### config.mk
export PLATFORM = sky130hd
export DESIGN_NAME = ascon_cmd_loader
export DESIGN_NICKNAME = d
export VERILOG_FILES = /design/src/rtl/ascon_cmd_loader.sv
export SDC_FILE = /design/constraint.sdc
export NUM_CORES = 1
export LEC_CHECK = 0
export CORE_MARGIN = 2
export CORE_UTILIZATION = 30
export DETAILED_ROUTE_END_ITERATION = 10
export PLACE_DENSITY = 0.62
export REMOVE_ABC_BUFFERS = 1
export SKIP_CTS_REPAIR_TIMING = 1
export SLEW_MARGIN = 0
export SYNTH_ARGS = -nofsm -noshare
export SYNTH_HDL_FRONTEND = slang
export SYNTH_SLANG_ARGS = --single-unit
### constraint.sdc
create_clock -name clk -period 1.84 [get_ports clk]
set_clock_uncertainty 0.15 [all_clocks]
set_input_delay 0.368 -clock clk [delete_from_list [all_inputs] [get_ports clk]]
set_output_delay 0.368 -clock clk [all_outputs]
set_load 0.02 [all_outputs]
### src/rtl/ascon_cmd_loader.sv
// ascon_cmd_loader: decodes opcode headers from the SPI word stream and
// assembles key / nonce / data payloads for the Ascon core, then issues a
// one-cycle start pulse with encrypt/decrypt mode.
//
// Ports:
//   clk        system clock (all logic on posedge)
//   rst        synchronous active-high reset
//   word_in    32-bit parallel word from the serial-to-parallel stage
//   word_valid single-cycle strobe qualifying word_in
//   core_busy  core is processing; blocks start
//   key        assembled key (first payload word lands in the MSBs)
//   nonce      assembled nonce
//   data       assembled data block
//   loaded     sticky {data, nonce, key} loaded flags
//   start      one-cycle start pulse
//   mode       0 = encrypt, 1 = decrypt; held after start
//   err        sticky protocol error, cleared by opcode 0xA0
module ascon_cmd_loader #(
  parameter int unsigned KEY_WORDS   = 4,
  parameter int unsigned NONCE_WORDS = 4,
  parameter int unsigned DATA_WORDS  = 2
) (
  input  logic                      clk,
  input  logic                      rst,
  input  logic [31:0]               word_in,
  input  logic                      word_valid,
  input  logic                      core_busy,
  output logic [32*KEY_WORDS-1:0]   key,
  output logic [32*NONCE_WORDS-1:0] nonce,
  output logic [32*DATA_WORDS-1:0]  data,
  output logic [2:0]                loaded,
  output logic                      start,
  output logic                      mode,
  output logic                      err
);

  localparam int unsigned CNT_W   = 2;
  localparam int unsigned KEY_W   = 32 * KEY_WORDS;
  localparam int unsigned NONCE_W = 32 * NONCE_WORDS;
  localparam int unsigned DATA_W  = 32 * DATA_WORDS;

  localparam logic [7:0] OP_CLR   = 8'hA0;
  localparam logic [7:0] OP_KEY   = 8'hA1;
  localparam logic [7:0] OP_NONCE = 8'hA2;
  localparam logic [7:0] OP_DATA  = 8'hA3;
  localparam logic [7:0] OP_ENC   = 8'hA4;
  localparam logic [7:0] OP_DEC   = 8'hA5;

  typedef enum logic [1:0] {
    S_IDLE  = 2'd0,
    S_KEY   = 2'd1,
    S_NONCE = 2'd2,
    S_DATA  = 2'd3
  } state_t;

  state_t             state_q, state_d;
  logic [CNT_W-1:0]   cnt_q, cnt_d;
  logic [KEY_W-1:0]   key_q, key_d;
  logic [NONCE_W-1:0] nonce_q, nonce_d;
  logic [DATA_W-1:0]  data_q, data_d;
  logic [2:0]         loaded_q, loaded_d;
  logic               start_q, start_d;
  logic               mode_q, mode_d;
  logic               err_q, err_d;

  logic [7:0] opcode;
  assign opcode = word_in[31:24];

  // State register
  always_ff @(posedge clk) begin
    if (rst) state_q <= S_IDLE;
    else     state_q <= state_d;
  end

  // Next-state logic
  always_comb begin
    state_d = state_q;
    if (word_valid) begin
      case (state_q)
        S_IDLE: begin
          case (opcode)
            OP_KEY:   state_d = S_KEY;
            OP_NONCE: state_d = S_NONCE;
            OP_DATA:  state_d = S_DATA;
            default:  state_d = S_IDLE;
          endcase
        end
        S_KEY:   if (cnt_q == CNT_W'(KEY_WORDS - 1))   state_d = S_IDLE;
        S_NONCE: if (cnt_q == CNT_W'(NONCE_WORDS - 1)) state_d = S_IDLE;
        S_DATA:  if (cnt_q == CNT_W'(DATA_WORDS - 1))  state_d = S_IDLE;
        default: state_d = S_IDLE;
      endcase
    end
  end

  // Output / datapath next values; payload word k lands at slot WORDS-1-k
  always_comb begin
    cnt_d    = cnt_q;
    key_d    = key_q;
    nonce_d  = nonce_q;
    data_d   = data_q;
    loaded_d = loaded_q;
    start_d  = 1'b0;
    mode_d   = mode_q;
    err_d    = err_q;
    if (word_valid) begin
      case (state_q)
        S_IDLE: begin
          case (opcode)
            OP_CLR: err_d = 1'b0;
            OP_KEY: begin
              loaded_d[0] = 1'b0;
              cnt_d       = '0;
            end
            OP_NONCE: begin
              loaded_d[1] = 1'b0;
              cnt_d       = '0;
            end
            OP_DATA: begin
              loaded_d[2] = 1'b0;
              cnt_d       = '0;
            end
            OP_ENC, OP_DEC: begin
              if (loaded_q == 3'b111 && !core_busy) begin
                start_d     = 1'b1;
                mode_d      = opcode[0];
                loaded_d[2] = 1'b0;
              end else begin
                err_d = 1'b1;
              end
            end
            default: err_d = 1'b1;
          endcase
        end
        S_KEY: begin
          for (int unsigned i = 0; i < KEY_WORDS; i++) begin
            if (cnt_q == CNT_W'(KEY_WORDS - 1 - i)) key_d[i*32 +: 32] = word_in;
          end
          cnt_d = cnt_q + CNT_W'(1);
          if (cnt_q == CNT_W'(KEY_WORDS - 1)) loaded_d[0] = 1'b1;
        end
        S_NONCE: begin
          for (int unsigned i = 0; i < NONCE_WORDS; i++) begin
            if (cnt_q == CNT_W'(NONCE_WORDS - 1 - i)) nonce_d[i*32 +: 32] = word_in;
          end
          cnt_d = cnt_q + CNT_W'(1);
          if (cnt_q == CNT_W'(NONCE_WORDS - 1)) loaded_d[1] = 1'b1;
        end
        S_DATA: begin
          for (int unsigned i = 0; i < DATA_WORDS; i++) begin
            if (cnt_q == CNT_W'(DATA_WORDS - 1 - i)) data_d[i*32 +: 32] = word_in;
          end
          cnt_d = cnt_q + CNT_W'(1);
          if (cnt_q == CNT_W'(DATA_WORDS - 1)) loaded_d[2] = 1'b1;
        end
        default: ;
      endcase
    end
  end

  // Datapath / output registers
  always_ff @(posedge clk) begin
    if (rst) begin
      cnt_q    <= '0;
      key_q    <= '0;
      nonce_q  <= '0;
      data_q   <= '0;
      loaded_q <= '0;
      start_q  <= 1'b0;
      mode_q   <= 1'b0;
      err_q    <= 1'b0;
    end else begin
      cnt_q    <= cnt_d;
      key_q    <= key_d;
      nonce_q  <= nonce_d;
      data_q   <= data_d;
      loaded_q <= loaded_d;
      start_q  <= start_d;
      mode_q   <= mode_d;
      err_q    <= err_d;
    end
  end

  assign key    = key_q;
  assign nonce  = nonce_q;
  assign data   = data_q;
  assign loaded = loaded_q;
  assign start  = start_q;
  assign mode   = mode_q;
  assign err    = err_q;

endmodule

Yosys cells after proc, flatten, opt, wreduce, memory -nomap -nowiden
Index checks and enable logic that the tools add are counted.
Widths: inputs -> output; s select.

storage, ports and cells
  register bits after elaboration = 330
  bits of input ports = 36
  output and inout port bits = 326

cells by class
  $add $sub $neg = 1
  equality and inequality tests = 23
  muxes and demuxes = 18
  bitwise operators = 4
  reductions and logical operators = 29

operators by type and width
  kind                 count
  $eq 8x8->1 const B   6
  $reduce_and 3->1     11
  $reduce_and 4->1     4
  $pmux 2 s3           2
  $ne 2x2->1 const B   5
  $eq 2x2->1 const B   4
  $pmux 1 s2           4
  $mux 1               7
  $mux 2               3
  $ne 2x1->1 const B   3
  $reduce_bool 2->1    3
  $reduce_or 3->1      2
  $reduce_and 5->1     1
  $eq 2x1->1 const B   2
  $logic_not 2->1      2
  $not 1->1            4
  $pmux 2 s2           1
  $reduce_or 2->1      2
  $reduce_or 4->1      1
  $eq 3x3->1 const B   1
  $ne 3x1->1 const B   1
  $ne 3x3->1 const B   1
  $pmux 1 s3           1
  $add 2x1->2 const B  1
  3 further kinds      3

Depth between registers and ports, before layout
Gate-level depths: netlist (run 1).

  depth in word-level cells = 5
  mapped depth = 7
  gate-level depth less buffers = 6

Worst setup path after synthesis (run 1)
OpenSTA, ideal clock, no wires.

  path type = in2reg
  start = in word_in[25]
  end = reg mode_q, in the netlist mode
  library setup time = 0.070 ns
  arrival time = 1.503 ns
  slack = 0.116 ns
  stages on the path = 5
  cells stage by stage = buf_2 nand4b_4 or2_4 or4_1 a21oi_1

between the ends
  word-level cells in the longest chain between the ends = 3
  elaborated cells between the ends (all ways) = 4
  classes of those cells = 2 x eq/ne; 2 x reduce/logical

RTL lines
  element                         RTL line  source
  from (decl)                     25        input logic [31:0] word_in,
  $eq 8x8->1                      109       case (opcode)
  $reduce_or 2->1 (*)             109
  $reduce_and 4->1 (no line) (*)  -
  to (signal assigned)            179       mode_q <= mode_d;
  to (decl)                       63        logic mode_q, mode_d;

Mark *: on every way between the ends. The rest lies on a longest branch, timed or not.
A chain may end at the register's enable or synchronous reset.

Worst setup path in the final report (run 1)
  start = reg loaded_q[0], in the netlist loaded[0]
  end = out loaded[0]

RTL lines
  element                 RTL line  source
  from (decl)             61        logic [2:0] loaded_q, loaded_d;
  from (signal assigned)  177       loaded_q <= loaded_d;
  to (decl)               31        output logic [2:0] loaded,

No word-level cell between the ends.

==> report_table.html, run 1 <==
<table>
<tr><th>Metric</th><th>Value</th></tr>
<tr><th colspan="2">Critical path</th></tr>
<tr><td>Critical path buffers and inverters</td><td>1</td></tr>
<tr><td>Source of the critical timing path</td><td>loaded[0]</td></tr>
<tr><td>Crit start category</td><td>flip-flop</td></tr>
<tr><td>Worst Setup Path Type</td><td>reg -&gt; out</td></tr>
<tr><td>Register-to-register setup slack</td><td>90 ps</td></tr>
<tr><td>Kind of end point of the critical path</td><td>output port</td></tr>
<tr><td>Critical Path RT</td><td>1320 ps</td></tr>
<tr><td>Largest driver fanout on the critical path</td><td>4</td></tr>
<tr><td>Reg-to-reg critical path startpoint</td><td>state_q[0]</td></tr>
<tr><td>Endpoint arrival time on the critical path</td><td>1270 ps</td></tr>
<tr><td>Slowest cell on crit path</td><td>sky130_fd_sc_hd__dfxtp_1</td></tr>
<tr><td>Max stage delay on crit path</td><td>440 ps</td></tr>
<tr><td>Crit path cell chain</td><td>dlymetal6s2s_1</td></tr>
<tr><td>Worst path top cell family by delay</td><td>flip-flops</td></tr>
<tr><th colspan="2">Die</th></tr>
<tr><td>Die height</td><td>between 200 and 250 um</td></tr>
<tr><td>Die area</td><td>a little over 40000 um^2</td></tr>
<tr><td>Core outline area</td><td>38700 um^2</td></tr>
<tr><td>Starting density of the core</td><td>30.5%</td></tr>
<tr><td>Count of pins on the block boundary</td><td>362</td></tr>
<tr><td>Number of rows created at floorplan</td><td>72</td></tr>
<tr><td>Die W</td><td>202 um</td></tr>
<tr><th colspan="2">STA</th></tr>
<tr><td>Transition time at the pin with the least slew margin</td><td>around 470 ps</td></tr>
<tr><td>Fin. Hold Viols</td><td>0</td></tr>
<tr><td>Unrepaired setup endpoints after global routing</td><td>yes</td></tr>
<tr><td>Maximum clock rate</td><td>roughly 560 MHz</td></tr>
<tr><td>Final setup violation count</td><td>0</td></tr>
<tr><td>Setup slack after layout</td><td>56.4 ps</td></tr>
<tr><td>Fin crit period</td><td>1780 ps</td></tr>
<tr><td>Final worst path period share</td><td>between 90% and 100%</td></tr>
<tr><td>Pins Over Slew Limit</td><td>0</td></tr>
<tr><td>Slew HR</td><td>68.5%</td></tr>
<tr><th colspan="2">Synthesis</th></tr>
<tr><td>Proportion of synthesized chip area in sequential cells</td><td>about 56%</td></tr>
<tr><td>Number of warnings printed during yosys synthesis</td><td>0</td></tr>
<tr><td>Post-synth design cell area</td><td>around 12000 um^2</td></tr>
<tr><td>Library cells used by synthesis</td><td>34</td></tr>
<tr><td>Avg Inst Size Synth</td><td>7.76 um^2</td></tr>
<tr><td>Flops &amp; latches, synth</td><td>330</td></tr>
<tr><td>Synth Instances</td><td>roughly 1500</td></tr>
<tr><th colspan="2">Place</th></tr>
<tr><td>Worst slack at placement</td><td>-371 ps</td></tr>
<tr><td>Detailed placement HPWL</td><td>31.2 mm</td></tr>
<tr><td>Post-Place Cells</td><td>2341</td></tr>
<tr><td>Count of buffers from port buffering</td><td>361</td></tr>
<tr><td>RD Place Congestion</td><td>between 0.7 and 0.8</td></tr>
<tr><th colspan="2">Clock tree</th></tr>
<tr><td>Inserted Clock Buffers</td><td>37</td></tr>
<tr><td>CTS tree</td><td>yes</td></tr>
<tr><td>Total number of clock tree sinks</td><td>330</td></tr>
<tr><td>Clock Latency Late Sink</td><td>about 540 ps</td></tr>
<tr><td>Clock-pin transition on the worst setup and hold timing paths</td><td>about 60 ps</td></tr>
<tr><td>CTS H-tree depth</td><td>2</td></tr>
<tr><td>Root buf cell</td><td>sky130_fd_sc_hd__clkbuf_16</td></tr>
<tr><td>Maximum clock path buffer count</td><td>3</td></tr>
<tr><th colspan="2">Global route</th></tr>
<tr><td>Initial antenna violation count</td><td>0</td></tr>
<tr><td>Global-route usage over all layers</td><td>between 20% and 30%</td></tr>
<tr><td>Global-route wire length before repair</td><td>approximately 69 mm</td></tr>
<tr><td>Number of global-route vias before repair</td><td>11187</td></tr>
<tr><td>Global route total overflow</td><td>0</td></tr>
<tr><td>Maximum number of pins on one net before global-route repair</td><td>89</td></tr>
<tr><th colspan="2">Power</th></tr>
<tr><td>Maximum resistive drop on vdd</td><td>0.000609 V</td></tr>
<tr><td>Total Power Consumption</td><td>approximately 0.015 W</td></tr>
<tr><td>Total leakage power</td><td>roughly 12 nW</td></tr>
<tr><td>Power density over the cells</td><td>roughly 810 nW/um^2</td></tr>
<tr><th colspan="2">Drt</th></tr>
<tr><td>Routed wire length per instance</td><td>19.6 um</td></tr>
<tr><td>Via count</td><td>11576</td></tr>
<tr><td>Routed Antenna Nets</td><td>0</td></tr>
<tr><td>DRT Wirelength</td><td>47.1 mm</td></tr>
<tr><td>Ratio of routed vias to standard cells</td><td>4.81</td></tr>
<tr><td>DRT Pass-1 Iters</td><td>5</td></tr>
<tr><td>DRC Markers</td><td>0</td></tr>
<tr><td>1st-iter DRT viols</td><td>623</td></tr>
<tr><th colspan="2">Cells and area</th></tr>
<tr><td>Post-layout nets</td><td>1907</td></tr>
<tr><td>Final-layout fill cell count</td><td>3643</td></tr>
<tr><td>Antenna diode count</td><td>0</td></tr>
<tr><td>Growth of design area from synthesis to finish</td><td>58.4%</td></tr>
<tr><td>Layout cells sized above 1</td><td>a little under a tenth</td></tr>
<tr><td>Commonest cells after routing, fill and taps aside</td><td>644 x sky130_fd_sc_hd__nand2_1, 330 x sky130_fd_sc_hd__dfxtp_1, 326 x sky130_fd_sc_hd__dlymetal6s2s_1, 323 x sky130_fd_sc_hd__a21oi_1, 49 x sky130_fd_sc_hd__buf_4</td></tr>
<tr><td>Final standard cell count with taps included and fillers excluded</td><td>2407</td></tr>
<tr><td>Most frequent standard cell in the layout excluding fill and tap cells</td><td>sky130_fd_sc_hd__nand2_1</td></tr>
<tr><th colspan="2">Outcome</th></tr>
<tr><td>Status</td><td>completed</td></tr>
<tr><th colspan="2">Worst hold path</th></tr>
<tr><td>Critical hold path startpoint</td><td>rst</td></tr>
<tr><td>HP Class</td><td>in -&gt; reg</td></tr>
<tr><th colspan="2">Flow run</th></tr>
<tr><td>Count of max-cap constraint violations</td><td>0</td></tr>
</table>
-- cells by family after synthesis --
kind of cell	share of synthesized area (%)
simple gates	23.1
compound gates	14.8
flops	55.9
buf+inv	5.02
fa+ha+maj	0.953
mux	0.254
-- power breakdown --
| part | internal, W | switching, W |
|---|---|---|
| logic | 0.000148 | 0.000296 |
| registers | 0.00715 | 0.00000204 |
| clock network | 0.00452 | 0.00300 |
-- cells in the mapped netlist --
library cell,n,area [um^2]
sky130_fd_sc_hd__nand4_1,1,6.26
sky130_fd_sc_hd__or2_4,2,17.5
sky130_fd_sc_hd__and4_1,1,8.76
sky130_fd_sc_hd__mux2i_1,3,30.0
sky130_fd_sc_hd__o41ai_2,1,16.3
sky130_fd_sc_hd__nand2b_1,3,18.8
sky130_fd_sc_hd__inv_1,8,30.0
sky130_fd_sc_hd__ha_1,9,113
sky130_fd_sc_hd__or4_1,1,7.51
sky130_fd_sc_hd__a211o_1,1,8.76
sky130_fd_sc_hd__o21bai_1,1,7.51
sky130_fd_sc_hd__o221ai_1,1,8.76
sky130_fd_sc_hd__clkbuf_1,128,480
sky130_fd_sc_hd__nor2_1,8,30.0
sky130_fd_sc_hd__nor4_1,4,25.0
sky130_fd_sc_hd__nand3b_1,2,15.0
sky130_fd_sc_hd__o21ai_0,3,15.0
sky130_fd_sc_hd__and3_1,10,62.6
sky130_fd_sc_hd__nand4b_4,1,23.8
sky130_fd_sc_hd__o31ai_1,1,7.51
sky130_fd_sc_hd__nand2_1,644,2420
sky130_fd_sc_hd__buf_2,15,75.1
sky130_fd_sc_hd__nand3_1,10,50.1
sky130_fd_sc_hd__nor3_1,1,5.00
sky130_fd_sc_hd__a2111oi_2,1,15.0
sky130_fd_sc_hd__o211a_1,1,10.0
sky130_fd_sc_hd__and4b_1,1,10.0
sky130_fd_sc_hd__a311oi_1,1,8.76
sky130_fd_sc_hd__dfxtp_1,330,6610
sky130_fd_sc_hd__a211oi_1,3,22.5
sky130_fd_sc_hd__buf_4,1,7.51
sky130_fd_sc_hd__a41o_1,1,10.0
sky130_fd_sc_hd__a21oi_1,323,1620
sky130_fd_sc_hd__nand4bb_4,1,27.5
-- per-layer routing --
layer / vias up / share of wire, % / GRT usage [%]
met3: 87 / 7.7 / 6.27
met5: - / 0 / 0
li1: 5581 / - / -
met2: 436 / 48 / 37.0
met1: 5472 / 42 / 27.4
met4: 0 / 2.6 / 6.23
-- per-stage QoR --
stage | setup TNS, ps | hold slack [ps] | util, % | instance area (um^2)
after CTS | -68210 | -14.2 | 46.1 | 17900
after global placement | -31860 | 291 | 43.0 | 16600
after floorplan | 0 | 287 | - | 11300
after global routing | -18.8 | 7.46 | 48.3 | 18700
final | 0 | 17.8 | 48.3 | 18700
after detailed placement | -38790 | 296 | 43.0 | 16600
-- sequential cells by signal (all words and copies together), names as in the netlist --
signal / count
cnt_q: 2
data: 64
err: 1
key: 128
loaded: 3
mode: 1
nonce: 128
start: 1
state_q: 2
-- final cells by class --
| cell class | instances | area [um^2] | share of cell area [%] |
|---|---|---|---|
| Clock inverter | 11 | 143 | 0.762 |
| Tap cell | 518 | 648 | 3.46 |
| Multi-Input combinational cell | 1040 | 4700 | 25.1 |
| Timing Repair Buffer | 445 | 5500 | 29.4 |
| Clock buffer | 55 | 1090 | 5.80 |
| Inverter | 8 | 30.0 | 0.160 |
| Sequential cell | 330 | 6610 | 35.3 |
-- path summary, 6_finish.rpt --
path	end	cells past startpoint
max	loaded[0]	1
min	state_q[1]	2
max reg2reg	nonce[30]	7
min reg2reg	data[10]	2
Note: power is estimated with default switching activity, not from simulation.
==> run 2: changes to the inputs <==
CAP_MARGIN = 15   (was default)
==> results of run 2 <==
Final layout, timing and power as in run 1 (identical DEF).
